### config.mk
export PLATFORM = sky130hd
export DESIGN_NAME = vram_blitter
export DESIGN_NICKNAME = d
export VERILOG_FILES = /design/src/rtl/vga_pkg.sv /design/src/rtl/vram_rect_scanner.sv /design/src/rtl/vram_blitter.sv
export SDC_FILE = /design/constraint.sdc
export NUM_CORES = 1
export LEC_CHECK = 0
export CORE_ASPECT_RATIO = 0.7
export CORE_UTILIZATION = 45
export DETAILED_ROUTE_END_ITERATION = 8
export PLACE_DENSITY = 0.67
export SETUP_SLACK_MARGIN = 0.2
export SYNTH_ARGS = -nofsm -noshare
export SYNTH_HDL_FRONTEND = slang
export SYNTH_SLANG_ARGS = --single-unit
### constraint.sdc
create_clock -name CLK -period 6.2 [get_ports CLK]
set_input_delay 1.55 -clock CLK [delete_from_list [all_inputs] [get_ports CLK]]
set_output_delay 1.55 -clock CLK [all_outputs]
set_load 0.01 [all_outputs]
### src/rtl/vga_pkg.sv
// Shared VGA/VRAM geometry and blitter op-codes, used by both scan-out and the write-side blitter.
package vga_pkg;
  localparam int HSIZE   = 256;
  localparam int VSIZE   = 256;
  localparam int COLOR_W = 3;
  localparam int X_W     = $clog2(HSIZE);
  localparam int Y_W     = $clog2(VSIZE);
  localparam int ADDR_W  = X_W + Y_W;

  localparam logic [1:0] OP_PLOT  = 2'b00;
  localparam logic [1:0] OP_FILL  = 2'b01;
  localparam logic [1:0] OP_CLEAR = 2'b10;
  localparam logic [1:0] OP_RSVD  = 2'b11;
endpackage

### src/rtl/vram_rect_scanner.sv
// Rectangle cursor: raster-scans (x fastest) from (xs,ys) to (xe,ye) inclusive, one step per advance.
module vram_rect_scanner
  import vga_pkg::*;
(
  input  logic              CLK,
  input  logic              I_RESET,
  input  logic              start,
  input  logic              advance,
  input  logic [X_W-1:0]    xs_in,
  input  logic [X_W-1:0]    xe_in,
  input  logic [Y_W-1:0]    ys_in,
  input  logic [Y_W-1:0]    ye_in,
  output logic              last,
  output logic [ADDR_W-1:0] addr
);
  logic [X_W:0]   x_q, cx;
  logic [Y_W:0]   y_q, cy;
  logic [X_W-1:0] xs_q, xe_q, xs, xe;
  logic [Y_W-1:0] ys_q, ye_q, ye;

  // On start the incoming bounds are used directly so the first pixel can be written in the accept edge.
  always_comb begin
    xs   = start ? xs_in : xs_q;
    xe   = start ? xe_in : xe_q;
    ye   = start ? ye_in : ye_q;
    cx   = start ? {1'b0, xs_in} : x_q;
    cy   = start ? {1'b0, ys_in} : y_q;
    last = (cx == {1'b0, xe}) && (cy == {1'b0, ye});
    addr = {cy[Y_W-1:0], cx[X_W-1:0]};
  end

  always_ff @(posedge CLK) begin
    if (I_RESET) begin
      x_q  <= '0;
      y_q  <= '0;
      xs_q <= '0;
      xe_q <= '0;
      ys_q <= '0;
      ye_q <= '0;
    end else begin
      if (start) begin
        xs_q <= xs_in;
        xe_q <= xe_in;
        ys_q <= ys_in;
        ye_q <= ye_in;
      end
      if (advance) begin
        if (cx == {1'b0, xe}) begin
          x_q <= {1'b0, xs};
          y_q <= cy + 1'b1;
        end else begin
          x_q <= cx + 1'b1;
          y_q <= cy;
        end
      end
    end
  end
endmodule

### src/rtl/vram_blitter.sv
// VRAM write-side blitter: PLOT / FILL / CLEAR commands become one registered pixel write per cycle.
module vram_blitter
  import vga_pkg::*;
(
  input  logic               CLK,
  input  logic               I_RESET,
  input  logic               I_CMD_VALID,
  output logic               O_CMD_READY,
  input  logic [1:0]         I_CMD_OP,
  input  logic [X_W-1:0]     I_X0,
  input  logic [Y_W-1:0]     I_Y0,
  input  logic [X_W-1:0]     I_X1,
  input  logic [Y_W-1:0]     I_Y1,
  input  logic [COLOR_W-1:0] I_COLOR,
  input  logic               I_HOLD,
  output logic               O_VRAM_WE,
  output logic [ADDR_W-1:0]  O_VRAM_ADDR,
  output logic [COLOR_W-1:0] O_VRAM_DATA,
  output logic               O_BUSY,
  output logic               O_DONE
);
  localparam logic [1:0] ST_IDLE = 2'd0;
  localparam logic [1:0] ST_RUN  = 2'd1;
  localparam logic [1:0] ST_DONE = 2'd2;

  logic [1:0]         state_q;
  logic [COLOR_W-1:0] color_q;
  logic               exh_q;
  logic [X_W-1:0]     nxs, nxe;
  logic [Y_W-1:0]     nys, nye;
  logic               accept, start, emit, scan_last;
  logic [ADDR_W-1:0]  scan_addr;

  always_comb begin
    nxs = I_X0;
    nxe = I_X0;
    nys = I_Y0;
    nye = I_Y0;
    case (I_CMD_OP)
      OP_FILL: begin
        nxs = (I_X0 < I_X1) ? I_X0 : I_X1;
        nxe = (I_X0 < I_X1) ? I_X1 : I_X0;
        nys = (I_Y0 < I_Y1) ? I_Y0 : I_Y1;
        nye = (I_Y0 < I_Y1) ? I_Y1 : I_Y0;
      end
      OP_CLEAR: begin
        nxs = '0;
        nxe = X_W'(HSIZE - 1);
        nys = '0;
        nye = Y_W'(VSIZE - 1);
      end
      default: ;
    endcase
  end

  assign O_CMD_READY = (state_q == ST_IDLE) && !I_RESET;
  assign O_BUSY      = (state_q == ST_RUN) || (state_q == ST_DONE);
  assign O_DONE      = (state_q == ST_DONE);
  assign accept      = I_CMD_VALID && O_CMD_READY;
  assign start       = accept && (I_CMD_OP != OP_RSVD);
  // exh_q: the write just issued was the last one, so RUN only waits to hand over to DONE.
  assign emit        = start || ((state_q == ST_RUN) && !I_HOLD && !exh_q);

  vram_rect_scanner u_scan (
    .CLK     (CLK),
    .I_RESET (I_RESET),
    .start   (start),
    .advance (emit),
    .xs_in   (nxs),
    .xe_in   (nxe),
    .ys_in   (nys),
    .ye_in   (nye),
    .last    (scan_last),
    .addr    (scan_addr)
  );

  always_ff @(posedge CLK) begin
    if (I_RESET) begin
      state_q     <= ST_IDLE;
      color_q     <= '0;
      exh_q       <= 1'b0;
      O_VRAM_WE   <= 1'b0;
      O_VRAM_ADDR <= '0;
      O_VRAM_DATA <= '0;
    end else begin
      O_VRAM_WE <= emit;
      if (emit) begin
        O_VRAM_ADDR <= scan_addr;
        O_VRAM_DATA <= start ? I_COLOR : color_q;
        exh_q       <= scan_last;
      end
      if (start) color_q <= I_COLOR;
      case (state_q)
        ST_IDLE: if (accept) state_q <= start ? ST_RUN : ST_DONE;
        ST_RUN:  if (exh_q) state_q <= ST_DONE;
        default: state_q <= ST_IDLE;
      endcase
    end
  end
endmodule
-- Word-level counts from Yosys, hierarchy flattened
Index checks and enable logic that the tools add are counted.
- register bits: 68
- bits of input ports: 41
- output and inout port bits: 23
- $add $sub $neg: 2
- order comparisons: 2
- equal/unequal tests: 9
- multiplexer cells: 20
- reduce and logical (&&, ||, !) cells: 13
- operators by type and width (kind ; number):
    $pmux 8 s2 ; 4
    $mux 8 ; 7
    $mux 9 ; 4
    $add 9x1->9 const B ; 2
    $eq 9x8->1 ; 2
    $lt 8x8->1 ; 2
    $logic_and 1x1->1 ; 6
    $mux 2 ; 3
    $ne 2x2->1 const B ; 3
    $eq 2x1->1 const B ; 2
    $eq 2x2->1 const B ; 2
    $pmux 2 s2 ; 1
    $logic_not 1->1 ; 3
    $mux 3 ; 1
    $logic_not 2->1 ; 1
    $logic_or 1x1->1 ; 2
    $reduce_and 2->1 ; 1

-- Longest topological paths before layout
- depth after elaboration: 7
- depth in mapped cells: 15
- gate-level depth less buffers: 13

-- Cells and area by module
A second synthesis with hierarchy kept.
- cell total of the unflattened synthesis: 598
- area total of the unflattened synthesis: 4785.8 um2
- by module, submodules not included (module ; instances ; cells each ; area an instance (um2)):
    vram_rect_scanner ; 1 ; 294 ; 2572.5
    vram_blitter ; 1 ; 304 ; 2213.4

-- Least setup slack after synthesis
OpenSTA, ideal clock, no wires.
- path kind: input-to-reg
- from: in I_X1[2]
- to: reg u_scan.y_q[3]
- arrival: 4329 ps
- setup slack: 1797 ps
- stages on the path: 12
- buffers on the path: 1
- cells stage by stage: inv_1 -> ha_1 -> o21a_1 -> o2111a_1 -> buf_4 -> a211o_1 -> a21o_1 -> xnor2_1 -> a2111oi_4 -> nand4_2 -> or4_1 -> a31oi_1
- longest elaborated chain between the ends: 6
- RTL lines (item ; line ; RTL):
    start: declaration ; vram_blitter.sv:12 ; input logic [X_W-1:0] I_X1,
    $lt 8x8->1 ; vram_blitter.sv:41, vram_blitter.sv:42 ;
    $mux 8, on equally long branches ; vram_blitter.sv:41, vram_blitter.sv:42 ;
    $pmux 8 s2 ; vram_blitter.sv:39 ; case (I_CMD_OP)
    $mux 9 or $mux 8 (tied branches) ; vram_rect_scanner.sv:26, vram_rect_scanner.sv:24 ;
    $eq 9x8->1 * ; vram_rect_scanner.sv:48 ; if (cx == {1'b0, xe}) begin
    $mux 9 * ; vram_rect_scanner.sv:48 ;
    end signal: assignment ; vram_rect_scanner.sv:50 ; y_q <= cy + 1'b1;
    end signal: assignment ; vram_rect_scanner.sv:53 ; y_q <= cy;
    end: declaration ; vram_rect_scanner.sv:17 ; logic [Y_W:0] y_q, cy;
Every way passes the cells marked *; elsewhere a longest branch is shown, timed or not.
A chain may end at the register's enable or synchronous reset.

-- Final worst setup path
- from: in I_CMD_OP[0]
- to: reg u_scan.y_q[3]
- longest elaborated chain between the ends: 5
- RTL lines (item ; line ; RTL):
    start: declaration ; vram_blitter.sv:9 ; input logic [1:0] I_CMD_OP,
    $eq 2x2->1, or another cell as far along ; vram_blitter.sv:39 ;
    $pmux 8 s2 or $logic_and 1x1->1 (tied branches) ; vram_blitter.sv:39, vram_blitter.sv:60 ;
    $mux 9, or another cell as far along ; vram_rect_scanner.sv:27 ; cy = start ? {1'b0, ys_in} : y_q;
    $add 9x1->9 or $eq 9x8->1 (tied branches) ; vram_rect_scanner.sv:50, vram_rect_scanner.sv:48 ;
    $mux 9 ; vram_rect_scanner.sv:48 ;
Parallel ways exist; a longest one is shown, timed or not.

==> flow_summary_export.csv <==
group,metric,value,unit
outcome,run_status,"finished clean",
clock_tree,cts_hold_buf,0,
clock_tree,cts.sinks,68,
final_layout,drive_gt1_frac,0.08708,
clock_tree,htreeDepth,3,
synthesis,yosys_warnings,0,
grt,grt_pass1_wl,25900,microns
floorplanning,start_util,0.4683,
routing,wirelength,16380,microns
setup_path,end_kind,"flop",
synthesis,synth.ff_latch_count,68,
clock_tree,path_clk_slew,0.06,ns
timing,period_minus_slack,5.397,ns
grt,grt_overflow_total,0,
final_layout,syn_to_final_growth,21.00,%
grt,antenna_found_initial,0,
power_and_ir_drop,powerDensity,250.8,nW/um^2
timing,rsz0062_at_grt,"false",
timing,finalCritPeriodShare,0.8705,
grt,grt.total_usage,0.2999,
routing,via_count,5273,
floorplanning,ios,64,
synthesis,avgSynthCellArea,7.414,sq um
timing,timing_hold_violations_final,0,
synthesis,synth_edf_count,0,
timing,finalClockSkew,0.006677,ns
clock_tree,post_cts_buffers,0,
floorplanning,die_y,89.18,microns
routing,wire_per_inst,19.41,microns
final_layout,n_fill_cell,984,
clock_tree,cts_tree,"built",
timing,max_freq,185.3,MHz
final_layout,nets,770,
synthesis,synthCells,659,
power_and_ir_drop,p_int,0.0009306,W
power_and_ir_drop,p_seq_frac,0.328,
timing,fin_tns_setup,0,ns
synthesis,ys_seq_area_frac,0.2786,
setup_path,slowest_stage,"or4_1",
floorplanning,die_x,126.5,microns
floorplanning,dieArea,11280,sq um
clock_tree,clockRootBuffer,"clkbuf_16",
timing,relSlewSlack,0.3704,
routing,first_pass_iters,6,
routing,ant_nets,0,
power_and_ir_drop,total_power,0.001483,W
routing,drc,0,
clock_tree,clk_latency,0.34,ns
placement,hpwl,11970,microns
power_and_ir_drop,p_clk_frac,0.333,
final_layout,multi_input_area,3184,sq um
setup_path,cp_max_fo,20,
routing,viasPerCell,6.248,
power_and_ir_drop,p_sw_frac,0.3724,
final_layout,stdcell_area,5912,sq um
setup_path,cp-start-kind,"primary input",
floorplanning,coreArea,10430,sq um
final_layout,antenna_cells,0,
power_and_ir_drop,worst_ir_drop_vdd,0.1646,mV
grt,grt_start_max_net_pins,48,
timing,finalMaxSlewViolations,0,
synthesis,syn_nets,722,
setup_path,required,6.47,ns
synthesis,synth_cell_type_count,72,
clock_tree,post_cts_resized,0,
routing,drt_iter0_drc,699,
placement,port_buffers,63,
power_and_ir_drop,p_leak,2.258,nW
placement,placed_area,5630,sq um
placement,gp_congestion,0.9382,
timing,worst_pin_slew,0.9433,ns
grt,grt_pass1_vias,4722,
power_and_ir_drop,combPwrFrac,0.339,
hold_path,hp-class,"reg -> reg",
clock_tree,clockBufferDepth,2,
setup_path,cp.arrival,5.67,ns
final_layout,regArea,1361,sq um
timing,setup_viol,0,
floorplanning,rows,31,
synthesis,netlist_area,4886,sq um
setup_path,critical_path_class,"in -> reg",
job,drv_cap,0,
power_and_ir_drop,power_switching,0.0005522,W
clock_tree,cts_made_buffers,9,
setup_path,cp_cell_sequence,"clkdlybuf4s50_1 > inv_1 > ha_1 > nor2b_1 > o211ai_1 > a211o_1 > o211ai_1 > xor2_1 > or4_1 > or4_1 > a31oi_1",
setup_path,max_stage_delay,0.79,ns
synthesis,synth_async_sr_flop_share,0,
timing,whs,0.4575,ns
synthesis,synth_ff_type,"dfxtp_1",
layout by cell type, fill, tap and decap left out, types with 9 or more instances in the layout:
cell / instances
nor2_1: 56
clkbuf_16: 9
nor3_1: 18
o21ai_0: 44
and2_1: 16
buf_4: 22
nand3_1: 32
xnor2_1: 9
a211oi_1: 18
xor2_1: 10
a31oi_1: 17
a21oi_1: 47
ha_1: 22
dfxtp_1: 68
nand2_1: 82
o211ai_1: 11
inv_1: 32
clkdlybuf4s50_1: 63
path summary, 6_finish.rpt:
path / depth (start not counted) / slack [ns] / to / start
setup reg to reg: 12 / 2.29 / u_scan.y_q[4] / state_q[1]
hold reg to reg: 2 / 0.46 / color_q[2] / color_q[2]
setup / recovery: 11 / 0.80 / u_scan.y_q[3] / I_CMD_OP[0]
hold / removal: 2 / 0.46 / color_q[2] / color_q[2]
synth_stat cells, types with 6 or more instances:
cell type | instances | area share
nor3_1 | 18 | 0.018
nor2_1 | 56 | 0.043
nand2_1 | 82 | 0.063
o22ai_1 | 7 | 0.0090
mux2i_1 | 7 | 0.014
xnor2_1 | 9 | 0.016
a21o_1 | 6 | 0.0092
inv_1 | 32 | 0.025
o31ai_1 | 6 | 0.0092
clkbuf_1 | 26 | 0.020
nand4_1 | 7 | 0.0090
a211oi_1 | 18 | 0.028
o21ai_0 | 45 | 0.046
o21a_1 | 6 | 0.0092
a21oi_1 | 47 | 0.048
and2_1 | 16 | 0.020
buf_1 | 6 | 0.0046
dfxtp_1 | 68 | 0.28
buf_2 | 8 | 0.0082
ha_1 | 22 | 0.056
xor2_1 | 10 | 0.018
o211ai_1 | 11 | 0.017
a31oi_1 | 17 | 0.022
nand3_1 | 32 | 0.033
stage by stage:
stage,cells,setup slack (ns),utilization
floorplan,659,1.797,-
global placement,828,0.6515,0.5396
detailed placement,828,0.5428,0.5396
CTS,844,0.8901,0.5666
global route,844,0.5521,0.5666
finish,844,0.8028,0.5666
critical path, delay by kind of cell:
family,cells,cell delay [ns]
AO/OA/AOI/OAI,4,0.84
AND/OR/NAND/NOR,3,1.99
buffers and inverters,2,0.58
adder cells (fa/ha/maj),1,0.54
XOR/XNOR,1,0.17
layer usage:
layer | track usage | vias up | wire [microns]
met5 | 0 | - | 0
met4 | 0.07338 | 0 | 161
met3 | 0.07959 | 19 | 1742
met2 | 0.4154 | 290 | 6451
met1 | 0.4521 | 2482 | 8024
li1 | - | 2482 | -
registers in the layout (all words and copies together), names as in the netlist:
register     cells
O_VRAM_ADDR     16
u_scan.x_q       9
u_scan.y_q       9
u_scan.xe_q      8
u_scan.xs_q      8
u_scan.ye_q      8
O_VRAM_DATA      3
color_q          3
state_q          2
O_VRAM_WE        1
exh_q            1
cell type report:
class | instances | share of cell area
multi-input cells | 510 | 0.5386
flip-flops and latches | 68 | 0.2303
repair buffers | 85 | 0.1346
clock buffers | 9 | 0.03810
well taps | 132 | 0.02794
inverters | 33 | 0.02095
clock inverters | 7 | 0.009524
power groups by stage:
stage | logic [W] | registers [W] | clock network, W
floorplan | 0.000318 | 0.000495 | 0
finish | 0.000503 | 0.000486 | 0.000494
CTS | 0.000489 | 0.000485 | 0.000501
global placement | 0.000477 | 0.000494 | 0
detailed placement | 0.000485 | 0.000494 | 0
global route | 0.000547 | 0.000489 | 0.000516
cells by family (layout without fill, tap and decap cells):
kind of cell,Yosys count,count (layout),synth area share
DFF,68,68,0.2786
AOI/OAI and AO/OA,209,209,0.2904
and+or+nand+nor,248,248,0.2433
adders and majority gates,22,22,0.05634
xor gates and xnor gates,19,19,0.03406
muxes,12,12,0.02586
buffers and inverters,81,134,0.07145
No activity file was read; power rests on OpenSTA's default activity.
